$ cat config.mk
export PLATFORM = sky130hd
export DESIGN_NAME = toy_sa_drain_flat
export DESIGN_NICKNAME = d
export VERILOG_FILES = /design/src/rtl/toy_sa_drain_pkg.sv /design/src/rtl/toy_sa_drain_if.sv /design/src/rtl/toy_sa_lane_fifo.sv /design/src/rtl/toy_sa_drain.sv /design/src/flat_wrapper.sv
export SDC_FILE = /design/constraint.sdc
export NUM_CORES = 2
export LEC_CHECK = 0
export CAP_MARGIN = 20
export CORE_UTILIZATION = 51
export DETAILED_ROUTE_END_ITERATION = 16
export HOLD_SLACK_MARGIN = 0.08
export PLACE_DENSITY = 0.7
export SLEW_MARGIN = 40
export SYNTH_ARGS = -nofsm -noshare
export SYNTH_HDL_FRONTEND = slang
export SYNTH_SLANG_ARGS = --single-unit
$ cat constraint.sdc
create_clock -name clk -period 14.1 [get_ports clk]
set_clock_uncertainty 0.1 [all_clocks]
set_input_delay 2.82 -clock clk [delete_from_list [all_inputs] [get_ports clk]]
set_output_delay 2.82 -clock clk [all_outputs]
set_load 0.005 [all_outputs]
$ cat src/rtl/toy_sa_drain_pkg.sv
// Shared sizing and state type for the systolic-array drain path.
// Contents:
//   V_ELEMENT_NUM   - array lanes, which is also the elements per vector register
//   V_REG_WIDTH     - width of one lane element
//   V_REG_IDX_WIDTH - VRF register index width
//   LANE_DEPTH      - per-lane de-skew FIFO depth (power of 2, >= V_ELEMENT_NUM)
//   ROW_CNT_W       - width of a row count that covers 0..V_ELEMENT_NUM
//   drain_state_e   - drain controller state
package toy_vpack;

  localparam int V_ELEMENT_NUM   = 8;
  localparam int V_REG_WIDTH     = 32;
  localparam int V_REG_IDX_WIDTH = 5;
  localparam int LANE_DEPTH      = 8;
  localparam int ROW_CNT_W       = $clog2(V_ELEMENT_NUM) + 1;

  typedef enum logic [1:0] {
    IDLE  = 2'd0,
    DRAIN = 2'd1,
    DONE  = 2'd2
  } drain_state_e;

endpackage

$ cat src/rtl/toy_sa_drain_if.sv
// Bundles the command, array-stream and VRF write signals of the drain block.
// Modports:
//   slave  - drain block: takes commands and array data, drives VRF writes
//   master - environment: issues commands, drives the array stream, accepts writes
interface toy_sa_drain_if;
  import toy_vpack::*;

  logic                                        drain_req;
  logic                                        drain_gnt;
  logic [V_REG_IDX_WIDTH-1:0]                  drain_rd_base;
  logic [ROW_CNT_W-1:0]                        drain_row_cnt;
  logic [V_ELEMENT_NUM-1:0][V_REG_WIDTH-1:0]   sa_din;
  logic [V_ELEMENT_NUM-1:0]                    sa_load_en;
  logic [V_ELEMENT_NUM-1:0]                    sa_shift_en;
  logic                                        vrf_wr_en;
  logic                                        vrf_wr_ready;
  logic [V_REG_IDX_WIDTH-1:0]                  vrf_wr_idx;
  logic [V_ELEMENT_NUM*V_REG_WIDTH-1:0]        vrf_wr_data;
  logic                                        drain_busy;
  logic                                        drain_done;
  logic                                        drain_err;

  modport slave (
    input  drain_req, drain_rd_base, drain_row_cnt,
    input  sa_din, sa_load_en, sa_shift_en,
    input  vrf_wr_ready,
    output drain_gnt, vrf_wr_en, vrf_wr_idx, vrf_wr_data,
    output drain_busy, drain_done, drain_err
  );

  modport master (
    output drain_req, drain_rd_base, drain_row_cnt,
    output sa_din, sa_load_en, sa_shift_en,
    output vrf_wr_ready,
    input  drain_gnt, vrf_wr_en, vrf_wr_idx, vrf_wr_data,
    input  drain_busy, drain_done, drain_err
  );

endinterface

$ cat src/rtl/toy_sa_lane_fifo.sv
// Single-lane synchronous FIFO used to de-skew one array lane.
// Ports:
//   clk, rst_n - clock, asynchronous active-low reset
//   i_push     - write i_data (dropped when full unless popped in the same cycle)
//   i_pop      - consume the head entry
//   i_flush    - discard all contents; has priority over push and pop
//   i_data     - write data
//   o_data     - head entry
//   o_empty    - no stored entries
//   o_full     - DEPTH entries stored
// A push and pop in the same cycle on an empty FIFO stores nothing: the
// consumer is taking the incoming element directly (bypass in the parent).
module toy_sa_lane_fifo #(
  parameter int WIDTH = 32,
  parameter int DEPTH = 8
) (
  input  logic             clk,
  input  logic             rst_n,
  input  logic             i_push,
  input  logic             i_pop,
  input  logic             i_flush,
  input  logic [WIDTH-1:0] i_data,
  output logic [WIDTH-1:0] o_data,
  output logic             o_empty,
  output logic             o_full
);

  localparam int AW = $clog2(DEPTH);

  logic [WIDTH-1:0] r_mem [DEPTH];
  logic [AW:0]      r_wptr;
  logic [AW:0]      r_rptr;
  logic             w_empty;
  logic             w_full;
  logic             w_do_wr;
  logic             w_do_rd;

  // Pointers carry one extra wrap bit to tell full from empty.
  assign w_empty = (r_wptr == r_rptr);
  assign w_full  = (r_wptr[AW] != r_rptr[AW]) && (r_wptr[AW-1:0] == r_rptr[AW-1:0]);

  // On full, a same-cycle pop frees the head slot, so the write may land there.
  assign w_do_rd = i_pop && !w_empty;
  assign w_do_wr = i_push && (!w_full || i_pop) && !(w_empty && i_pop);

  always_ff @(posedge clk or negedge rst_n) begin
    if (!rst_n) begin
      r_wptr <= '0;
      r_rptr <= '0;
    end else if (i_flush) begin
      r_wptr <= '0;
      r_rptr <= '0;
    end else begin
      if (w_do_wr) r_wptr <= r_wptr + 1'b1;
      if (w_do_rd) r_rptr <= r_rptr + 1'b1;
    end
  end

  always_ff @(posedge clk) begin
    if (w_do_wr && !i_flush) r_mem[r_wptr[AW-1:0]] <= i_data;
  end

  assign o_data  = r_mem[r_rptr[AW-1:0]];
  assign o_empty = w_empty;
  assign o_full  = w_full;

endmodule

$ cat src/rtl/toy_sa_drain.sv
// De-skews the diagonal result wavefronts shifted out of the systolic array
// and writes each completed row to the VRF as one whole vector register.
// Ports:
//   clk   - clock
//   rst_n - asynchronous active-low reset
//   bus   - toy_sa_drain_if.slave:
//           drain_req/gnt/rd_base/row_cnt   command
//           sa_din/sa_load_en/sa_shift_en   per-lane array stream
//           vrf_wr_en/ready/idx/data        registered row write, held until ready
//           drain_busy/done/err             status
module toy_sa_drain
  import toy_vpack::*;
(
  input  logic           clk,
  input  logic           rst_n,
  toy_sa_drain_if.slave  bus
);

  localparam int W  = V_REG_WIDTH;
  localparam int NL = V_ELEMENT_NUM;

  drain_state_e               r_state;
  logic [V_REG_IDX_WIDTH-1:0] r_base;
  logic [ROW_CNT_W-1:0]       r_cnt;
  logic [ROW_CNT_W-1:0]       r_issued;
  logic [ROW_CNT_W-1:0]       r_acc;
  logic                       r_err;
  logic                       r_wr_en;
  logic [V_REG_IDX_WIDTH-1:0] r_wr_idx;
  logic [NL*W-1:0]            r_wr_data;

  logic                       w_in_drain;
  logic [NL-1:0]              w_push;
  logic [NL-1:0]              w_empty;
  logic [NL-1:0]              w_full;
  logic [NL-1:0]              w_lane_vld;
  logic [W-1:0]               w_fifo_data [NL];
  logic [NL*W-1:0]            w_row_data;
  logic                       w_accept;
  logic                       w_load;
  logic                       w_finish;
  logic                       w_left;
  logic                       w_ovf;

  assign w_in_drain = (r_state == DRAIN);
  assign w_accept   = r_wr_en && bus.vrf_wr_ready;

  // A lane can supply its next element either from the FIFO head or, when the
  // FIFO is empty, straight from this cycle's push; that keeps the row write
  // one cycle behind the last lane's element.
  for (genvar g = 0; g < NL; g++) begin : g_lane
    assign w_push[g]     = w_in_drain && bus.sa_load_en[g] && bus.sa_shift_en[g];
    assign w_lane_vld[g] = !w_empty[g] || w_push[g];
    assign w_row_data[g*W +: W] = w_empty[g] ? bus.sa_din[g] : w_fifo_data[g];

    toy_sa_lane_fifo #(
      .WIDTH (W),
      .DEPTH (LANE_DEPTH)
    ) u_fifo (
      .clk     (clk),
      .rst_n   (rst_n),
      .i_push  (w_push[g]),
      .i_pop   (w_load),
      .i_flush (w_finish),
      .i_data  (bus.sa_din[g]),
      .o_data  (w_fifo_data[g]),
      .o_empty (w_empty[g]),
      .o_full  (w_full[g])
    );
  end

  // Never load more rows than commanded; extra data stays behind as leftover.
  assign w_load = w_in_drain && (&w_lane_vld) && (r_issued != r_cnt) &&
                  (!r_wr_en || w_accept);

  assign w_finish = w_in_drain &&
                    ((r_cnt == '0) ||
                     (w_accept && (ROW_CNT_W'(r_acc + 1'b1) == r_cnt)));

  // Data still queued (or arriving) when the drain finishes is discarded.
  assign w_left = |(~w_empty | w_push);
  assign w_ovf  = (|(w_push & w_full)) && !w_load;

  always_ff @(posedge clk or negedge rst_n) begin
    if (!rst_n) begin
      r_state  <= IDLE;
      r_base   <= '0;
      r_cnt    <= '0;
      r_issued <= '0;
      r_acc    <= '0;
      r_err    <= 1'b0;
    end else begin
      case (r_state)
        IDLE: begin
          if (bus.drain_req) begin
            r_base   <= bus.drain_rd_base;
            r_cnt    <= bus.drain_row_cnt;
            r_issued <= '0;
            r_acc    <= '0;
            r_err    <= 1'b0;
            r_state  <= DRAIN;
          end
        end
        DRAIN: begin
          if (w_load)   r_issued <= r_issued + 1'b1;
          if (w_accept) r_acc    <= r_acc + 1'b1;
          if (w_ovf || (w_finish && w_left)) r_err <= 1'b1;
          if (w_finish) r_state <= DONE;
        end
        DONE:    r_state <= IDLE;
        default: r_state <= IDLE;
      endcase
    end
  end

  // Output row register: reloads on the same cycle it is accepted, so rows
  // stream at one per cycle when the VRF keeps ready high.
  always_ff @(posedge clk or negedge rst_n) begin
    if (!rst_n) begin
      r_wr_en   <= 1'b0;
      r_wr_idx  <= '0;
      r_wr_data <= '0;
    end else if (w_load) begin
      r_wr_en   <= 1'b1;
      r_wr_idx  <= r_base + V_REG_IDX_WIDTH'(r_issued);
      r_wr_data <= w_row_data;
    end else if (w_accept) begin
      r_wr_en   <= 1'b0;
    end
  end

  assign bus.drain_gnt   = (r_state == IDLE);
  assign bus.drain_busy  = (r_state != IDLE);
  assign bus.drain_done  = (r_state == DONE);
  assign bus.drain_err   = r_err;
  assign bus.vrf_wr_en   = r_wr_en;
  assign bus.vrf_wr_idx  = r_wr_idx;
  assign bus.vrf_wr_data = r_wr_data;

endmodule

$ cat src/flat_wrapper.sv
// flat-port wrapper written by rule: the top's interface ports become plain ports
module toy_sa_drain_flat import toy_vpack::*;
  (clk, rst_n, bus_drain_req, bus_drain_rd_base, bus_drain_row_cnt, bus_sa_din, bus_sa_load_en, bus_sa_shift_en, bus_vrf_wr_ready, bus_drain_gnt, bus_vrf_wr_en, bus_vrf_wr_idx, bus_vrf_wr_data, bus_drain_busy, bus_drain_done, bus_drain_err);
  toy_sa_drain_if bus_i ();
  input  logic clk;
  input  logic rst_n;
  input wire logic [$bits(bus_i.drain_req)-1:0] bus_drain_req;
  input wire logic [$bits(bus_i.drain_rd_base)-1:0] bus_drain_rd_base;
  input wire logic [$bits(bus_i.drain_row_cnt)-1:0] bus_drain_row_cnt;
  input wire logic [$bits(bus_i.sa_din)-1:0] bus_sa_din;
  input wire logic [$bits(bus_i.sa_load_en)-1:0] bus_sa_load_en;
  input wire logic [$bits(bus_i.sa_shift_en)-1:0] bus_sa_shift_en;
  input wire logic [$bits(bus_i.vrf_wr_ready)-1:0] bus_vrf_wr_ready;
  output wire logic [$bits(bus_i.drain_gnt)-1:0] bus_drain_gnt;
  output wire logic [$bits(bus_i.vrf_wr_en)-1:0] bus_vrf_wr_en;
  output wire logic [$bits(bus_i.vrf_wr_idx)-1:0] bus_vrf_wr_idx;
  output wire logic [$bits(bus_i.vrf_wr_data)-1:0] bus_vrf_wr_data;
  output wire logic [$bits(bus_i.drain_busy)-1:0] bus_drain_busy;
  output wire logic [$bits(bus_i.drain_done)-1:0] bus_drain_done;
  output wire logic [$bits(bus_i.drain_err)-1:0] bus_drain_err;
  assign bus_i.drain_req = bus_drain_req;
  assign bus_i.drain_rd_base = bus_drain_rd_base;
  assign bus_i.drain_row_cnt = bus_drain_row_cnt;
  assign bus_i.sa_din = bus_sa_din;
  assign bus_i.sa_load_en = bus_sa_load_en;
  assign bus_i.sa_shift_en = bus_sa_shift_en;
  assign bus_i.vrf_wr_ready = bus_vrf_wr_ready;
  assign bus_drain_gnt = bus_i.drain_gnt;
  assign bus_vrf_wr_en = bus_i.vrf_wr_en;
  assign bus_vrf_wr_idx = bus_i.vrf_wr_idx;
  assign bus_vrf_wr_data = bus_i.vrf_wr_data;
  assign bus_drain_busy = bus_i.drain_busy;
  assign bus_drain_done = bus_i.drain_done;
  assign bus_drain_err = bus_i.drain_err;
  toy_sa_drain u_core (.clk(clk), .rst_n(rst_n), .bus(bus_i));
endmodule
# Word-level counts from Yosys, hierarchy flattened
# Memories as Yosys holds them, arrays and structs flattened.
# Index checks and enable logic that the tools add are counted.
[word_totals]
word_cells = 304
mem_bits_ro = 0
n_memories = 8
latch_bits = 0
reg_bits = 346
out_inout_bits = 266
in_bits = 285
mem_bits_rw = 2048
[op_classes]
eq_ne = 33
mux = 69
n_bitwise = 3
n_addsub = 19
multipliers = 0
order_cmp = 0
div = 0
n_shift = 0
reduce_logical = 147
[memory_table]
columns = ["name", "words", "word_bits", "read_ports", "rd_ports_with_merged_regs", "wr", "line_no", "source"]
rows = [
  ["u_core.g_lane[0].u_fifo.r_mem", 8, 32, 1, 0, 1, "toy_sa_lane_fifo.sv:30", "logic [WIDTH-1:0] r_mem [DEPTH];"],
  ["u_core.g_lane[1].u_fifo.r_mem", 8, 32, 1, 0, 1, "toy_sa_lane_fifo.sv:30", ""],
  ["u_core.g_lane[2].u_fifo.r_mem", 8, 32, 1, 0, 1, "toy_sa_lane_fifo.sv:30", ""],
  ["u_core.g_lane[3].u_fifo.r_mem", 8, 32, 1, 0, 1, "toy_sa_lane_fifo.sv:30", ""],
  ["u_core.g_lane[4].u_fifo.r_mem", 8, 32, 1, 0, 1, "toy_sa_lane_fifo.sv:30", ""],
  ["u_core.g_lane[5].u_fifo.r_mem", 8, 32, 1, 0, 1, "toy_sa_lane_fifo.sv:30", ""],
  ["+2 memories", "n/a", "n/a", "n/a", "n/a", "n/a", "n/a", ""],
]
[ops]
columns = ["operator", "count"]
rows = [
  ["two-way mux 32 bit", 8],
  ["two-way mux 4 bit", 35],
  ["adder 4 x 1 -> 4 bit, second input constant", 18],
  ["logical AND 1 bit", 72],
  ["nonzero test 2 bit", 19],
  ["== test 4 bit", 9],
  ["zero test 1 bit", 27],
  ["== test 3 bit", 8],
  ["two-way mux 1 bit", 20],
  ["logical OR 1 bit", 19],
  ["one-hot mux 4 bit (2 select lines)", 2],
  ["OR reduction 8 bit", 2],
  ["!= test 2 bit, second input constant", 5],
  ["AND reduction 3 bit", 3],
  ["bitwise AND 8 bit", 1],
  ["!= test 1 bit", 8],
  ["inverter 8 bit", 1],
  ["bitwise OR 8 bit", 1],
  ["AND reduction 8 bit", 1],
  ["adder 5 x 4 -> 5 bit", 1],
  ["zero test 4 bit", 1],
  ["two-way mux 2 bit", 2],
  ["!= test 4 bit", 1],
  ["one-hot mux 2 bit (2 select lines)", 1],
  ["other kinds (5)", 6],
]

# Depth between registers and ports, before layout
[depth]
word_depth = 14
mapped_depth = 13
depth_no_buf = 9

# By module
# A second synthesis with hierarchy kept.
[unflattened]
hier_cells = 4540
hier_area_um2 = 98233.0
[by_module_without_submodules]
columns = ["mod", "area_per_inst_um2", "seq_area_each_um2", "cells_per_inst", "n_inst"]
rows = [
  ["toy_sa_lane_fifo at u_core.g_lane[3].u_fifo ...", 10376.2, 7887.6, 445, 4],
  ["toy_sa_drain", 15358.5, 7056.8, 984, 1],
  ["toy_sa_lane_fifo at u_core.g_lane[7].u_fifo", 10428.8, 7887.6, 445, 1],
  ["toy_sa_lane_fifo at u_core.g_lane[0].u_fifo", 10390.0, 7887.6, 446, 1],
  ["toy_sa_lane_fifo at u_core.g_lane[1].u_fifo", 10377.5, 7887.6, 452, 1],
  ["toy_sa_lane_fifo at u_core.g_lane[2].u_fifo", 10173.5, 7887.6, 433, 1],
]

# Least setup slack after synthesis
# Ideal clock, no wire load.
[synth_path]
path_type = "input to register"
start = "input bus_sa_shift_en[0]"
end = "memory u_core.g_lane[7].u_fifo.r_mem[3][0], enable pin"
setup_slack_ns = 6.039
setup_ns = 0.513
required_time_ns = 13.487
stages = 8
arrival_time_ns = 7.448
n_path_buf = 2
cell_sequence = "nand3_1 > a22oi_1 > and4_4 > buf_6 > a21oi_1 > or2_1 > clkbuf_1 > nor4b_1"
[synth_via]
elab_chain_len = 12
word_cells_on_any_way = 14
classes_between = "mux: 2; reduce/logical: 12"
[synth_lines]
columns = ["element", "line_no", "source"]
rows = [
  ["start, declared", "flat_wrapper.sv:12", "input wire logic [$bits(bus_i.sa_shift_en)-1:0] bus_sa_shift_en;"],
  ["logical AND 1 bit *", "toy_sa_drain.sv:52", "assign w_push[g] = w_in_drain && bus.sa_load_en[g] && bus.sa_shift_en[g];"],
  ["logical OR 1 bit *", "toy_sa_drain.sv:53", "assign w_lane_vld[g] = !w_empty[g] || w_push[g];"],
  ["AND reduction 8 bit *", "toy_sa_drain.sv:73", "assign w_load = w_in_drain && (&w_lane_vld) && (r_issued != r_cnt) &&"],
  ["logical AND 1 bit * (3 in a row)", "toy_sa_drain.sv:73", ""],
  ["logical OR 1 bit or logical AND 1 bit (tied branches)", "toy_sa_lane_fifo.sv:44", "assign w_do_wr = i_push && (!w_full || i_pop) && !(w_empty && i_pop);"],
  ["logical AND 1 bit or zero test 1 bit (tied branches)", "toy_sa_lane_fifo.sv:44", ""],
  ["logical AND 1 bit *", "toy_sa_lane_fifo.sv:44", ""],
  ["logical AND 1 bit *", "toy_sa_lane_fifo.sv:60", "if (w_do_wr && !i_flush) r_mem[r_wptr[AW-1:0]] <= i_data;"],
  ["two-way mux 1 bit *", "toy_sa_lane_fifo.sv:60", ""],
  ["two-way mux 1 bit (implied by the code) *", "toy_sa_lane_fifo.sv:60", ""],
  ["end, declared", "toy_sa_lane_fifo.sv:30", ""],
]
# Every way passes the cells marked *; elsewhere a longest branch is shown, timed or not.

# Worst setup path in the final report
[layout_path]
start = "input bus_sa_shift_en[2]"
end = "register u_core.r_wr_data[242] (netlist: u_core.bus.vrf_wr_data[242])"
[layout_via]
elab_chain_len = 6
[layout_lines]
columns = ["element", "line_no", "source"]
rows = [
  ["logical AND 1 bit", "toy_sa_drain.sv:52", ""],
  ["logical OR 1 bit", "toy_sa_drain.sv:53", ""],
  ["AND reduction 8 bit", "toy_sa_drain.sv:73", ""],
  ["logical AND 1 bit (3 in a row)", "toy_sa_drain.sv:73", ""],
  ["end signal, assigned", "toy_sa_drain.sv:126", "r_wr_data <= w_row_data;"],
  ["end, declared", "toy_sa_drain.sv:30", "logic [NL*W-1:0] r_wr_data;"],
]
# No other way between the ends.
# A chain may end at the register's enable or synchronous reset.

==> results.toml <==
[clock_tree]
cts_resized = 0
cts_buffers = 232
cts.path.max_buffers = 3
cts_tree = "yes"
htree_levels = 4
clock_latency_ns = 0.87
cts_sinks = 2394
cts-root-buf = "clkbuf_16"
ctsHoldBuffers = 0
cts.clk_slew.worst_paths_ns = 0.06
postCtsSetupBuffers = 0

[final_layout]
postLayoutCoreUtil_pct = 60.39
n_fill_cell = 13098
nNetsFinal = 5959
syn2layout_area_growth_pct = 17.66
layout-drive-gt1-share_pct = 18.78
stdcell_count = 8324
layout_common_cells = "2048 x edfxtp_1, 549 x clkdlybuf4s50_1, 512 x mux4_2, 323 x nand2_1, 322 x dfrtp_1"
final_common_cell = "edfxtp_1"

[logic_synthesis]
ys_warn_count = 0
ys_async_sr_fraction_pct = 14.45
synthFlopType = "edfxtp_1"
synthDistinctLibCells = 65
synth.net_count = 5373
synth_edf_count = 2048
ys_seq_area_share_pct = 74.74
synth_seq_cells = 2394
postSynthAreaPerCell_um2 = 18.53
synthCells = 5065
syn-cell-area_um2 = 93860

[floorplanning]
die_w_um = 431.0
die_area_um2 = 185800
start_util_pct = 51.32
rows = 157
core-area_um2 = 182900
fp.dieH_um = 431.0
io_pins = 551

[timing]
hold_viol = 0
min_period_ns = 6.165
rsz0062_at_grt = "false"
tns_ns = 0
hold_ws_ns = 0.3732
report.final.setup_viol = 0
drv_slew = 0
worst_pin_slew_ns = 0.8578
max_freq_mhz = 162.2
relSlewSlack_pct = 42.81
timing.final.crit_share_pct = 43.72

[power_and_ir_drop]
ir_drop_mv = 0.2018
p_leak_uw = 0.03624
power_density_nw_per_um2 = 188.4

[grt]
first_global_vias = 50366
grt_max_degree = 128
antenna_found_initial = 22
grt_use_total_pct = 22.60
grt_pass1_wl_um = 314900
grt_overflow = 0

[drt]
ant_nets = 0
num_vias = 48122
drt-total-wl_um = 207900
route.detailed.drc = 0
drt_iter0_markers = 3458
via_per_inst = 5.781
wl_per_cell_um = 24.97
first_pass_iters = 5

[critical_path]
worst_path_max_delay_cell = "and4_4"
crit_arrival_ns = 6.76
worstSetupStartpointType = "primary input"
cp_slowest_stage_delay_ns = 0.76
critPathTopFamily = "simple AND/OR/NAND/NOR gates"
required_ns = 14.70
critPathMostFrequentCell = "buf_6"
startpoint = "bus_sa_shift_en[2]"
path_buf_inv = 3
crit_path_end_kind = "register"
r2r_start = "u_core.g_lane[3].u_fifo.r_rptr[2]"
cp_cell_sequence = "clkdlybuf4s50_1 > nand3_1 > a22oi_1 > and4_4 > nand2_8 > buf_6 > buf_6 > nand2_1 > o21ai_0"
crit_path_max_fanout = 127
critPathKind = "in2reg"

[place]
numPlacedInstances = 7881
portBuffers = 550
hpwlAfterDp_um = 119400
gp_congestion = 0.7568

[run_status]
status = "finished clean"

[hold_path]
hold_path_startpoint = "u_core.bus.vrf_wr_idx[0]"
hold_path_class = "reg2reg"

[run]
maxCapViolations = 0
-- cells by family after synthesis --
group	count (synthesis)	share of synthesized area [%]
flops	2394	74.74
simple gates	837	3.983
mux	795	15.31
compound gates	615	3.531
buf+inv	337	1.486
xor+xnor	64	0.6278
fa+ha+maj	23	0.3146
-- state kept, by name, indices dropped and copies added (netlist names) --
| signal | flops |
|---|---|
| u_core.g_lane.u_fifo.r_mem | 2048 |
| u_core.bus.vrf_wr_data | 256 |
| u_core.g_lane.u_fifo.r_rptr | 32 |
| u_core.g_lane.u_fifo.r_wptr | 32 |
| u_core.bus.vrf_wr_idx | 5 |
| u_core.r_base | 5 |
| u_core.r_acc | 4 |
| u_core.r_cnt | 4 |
| u_core.r_issued | 4 |
| u_core.r_state | 2 |
| u_core.bus.drain_err | 1 |
| u_core.bus.vrf_wr_en | 1 |
-- layer usage --
metal,part of all wire [%],GRT usage (%),vias up
met5,0.037,0,-
met4,2.7,7.765,12
met3,4.5,3.217,312
met2,52,38.97,1262
met1,41,29.54,25309
li1,-,-,21227
-- cell type report --
class / instances / area [µm²] / share of cell area [%]
Antenna cell: 8 / 20.02 / 0.01813
Timing Repair Buffer: 669 / 6645 / 6.017
Multi-Input combinational cell: 2334 / 22750 / 20.60
Clock buffer: 306 / 6246 / 5.655
Sequential cell: 2394 / 70210 / 63.57
Clock inverter: 129 / 1416 / 1.282
Tap cell: 2464 / 3083 / 2.791
Inverter: 20 / 77.57 / 0.07024
-- tightest hold or removal path, cell delays in order, from the launching register on --
cell and delay, ns:
dfrtp_1 0.34, nand2_1 0.05, nand2_1 0.06
-- power by group --
part           switching [µW]  internal, µW
Sequential                472          8440
Clock                    2610          3570
Combinational            3300          2410
-- cells in the mapped netlist, types with 5 or more instances --
| library cell | instances | area share [%] |
|---|---|---|
| a41oi_2 | 6 | 0.10 |
| edfxtp_1 | 2048 | 66 |
| buf_2 | 82 | 0.44 |
| nand2b_1 | 25 | 0.17 |
| or4_1 | 12 | 0.096 |
| inv_1 | 20 | 0.080 |
| nand4_1 | 17 | 0.11 |
| o211ai_1 | 8 | 0.064 |
| nor4_1 | 28 | 0.19 |
| ha_1 | 22 | 0.29 |
| nor2_1 | 322 | 1.3 |
| xnor2_1 | 17 | 0.16 |
| xor2_1 | 45 | 0.42 |
| a41o_1 | 5 | 0.053 |
| nand2_1 | 323 | 1.3 |
| o31ai_1 | 8 | 0.064 |
| nor4b_1 | 6 | 0.056 |
| clkbuf_1 | 182 | 0.73 |
| a21oi_1 | 276 | 1.5 |
| o21ai_0 | 278 | 1.5 |
| mux4_2 | 512 | 12 |
| nand3_2 | 8 | 0.085 |
| or3_1 | 6 | 0.040 |
| nand3_1 | 35 | 0.19 |
| a21o_1 | 8 | 0.064 |
| mux2_2 | 8 | 0.096 |
| nor3_1 | 22 | 0.12 |
| buf_1 | 46 | 0.18 |
| mux2i_1 | 275 | 2.9 |
| dfrtp_1 | 346 | 9.2 |
-- through the flow --
| stage | setup WS (ns) | instance area [µm²] | power, µW |
|---|---|---|---|
| final | 7.935 | 110400 | 20810 |
| after global routing | 7.715 | 110400 | 21850 |
| after CTS | 7.770 | 110400 | 21070 |
| after detailed placement | 6.839 | 102700 | 14870 |
| after global placement | 6.808 | 102400 | 14720 |
| after floorplan | 6.039 | 93860 | 12580 |
-- final timing paths --
| check | to | depth (start not counted) | slack [ns] |
|---|---|---|---|
| setup / recovery | u_core.bus.vrf_wr_data[242] | 9 | 7.94 |
| hold / removal | u_core.bus.vrf_wr_idx[0] | 2 | 0.37 |
| setup reg to reg | u_core.g_lane[1].u_fifo.r_mem[3][14] | 9 | 9.15 |
| hold reg to reg | u_core.bus.vrf_wr_idx[0] | 2 | 0.37 |
| max in group asynchronous | u_core.bus.vrf_wr_data[118] | 3 | 10.37 |
| min in group asynchronous | u_core.bus.vrf_wr_data[20] | 1 | 1.78 |
Note: power is estimated with default switching activity, not from simulation.
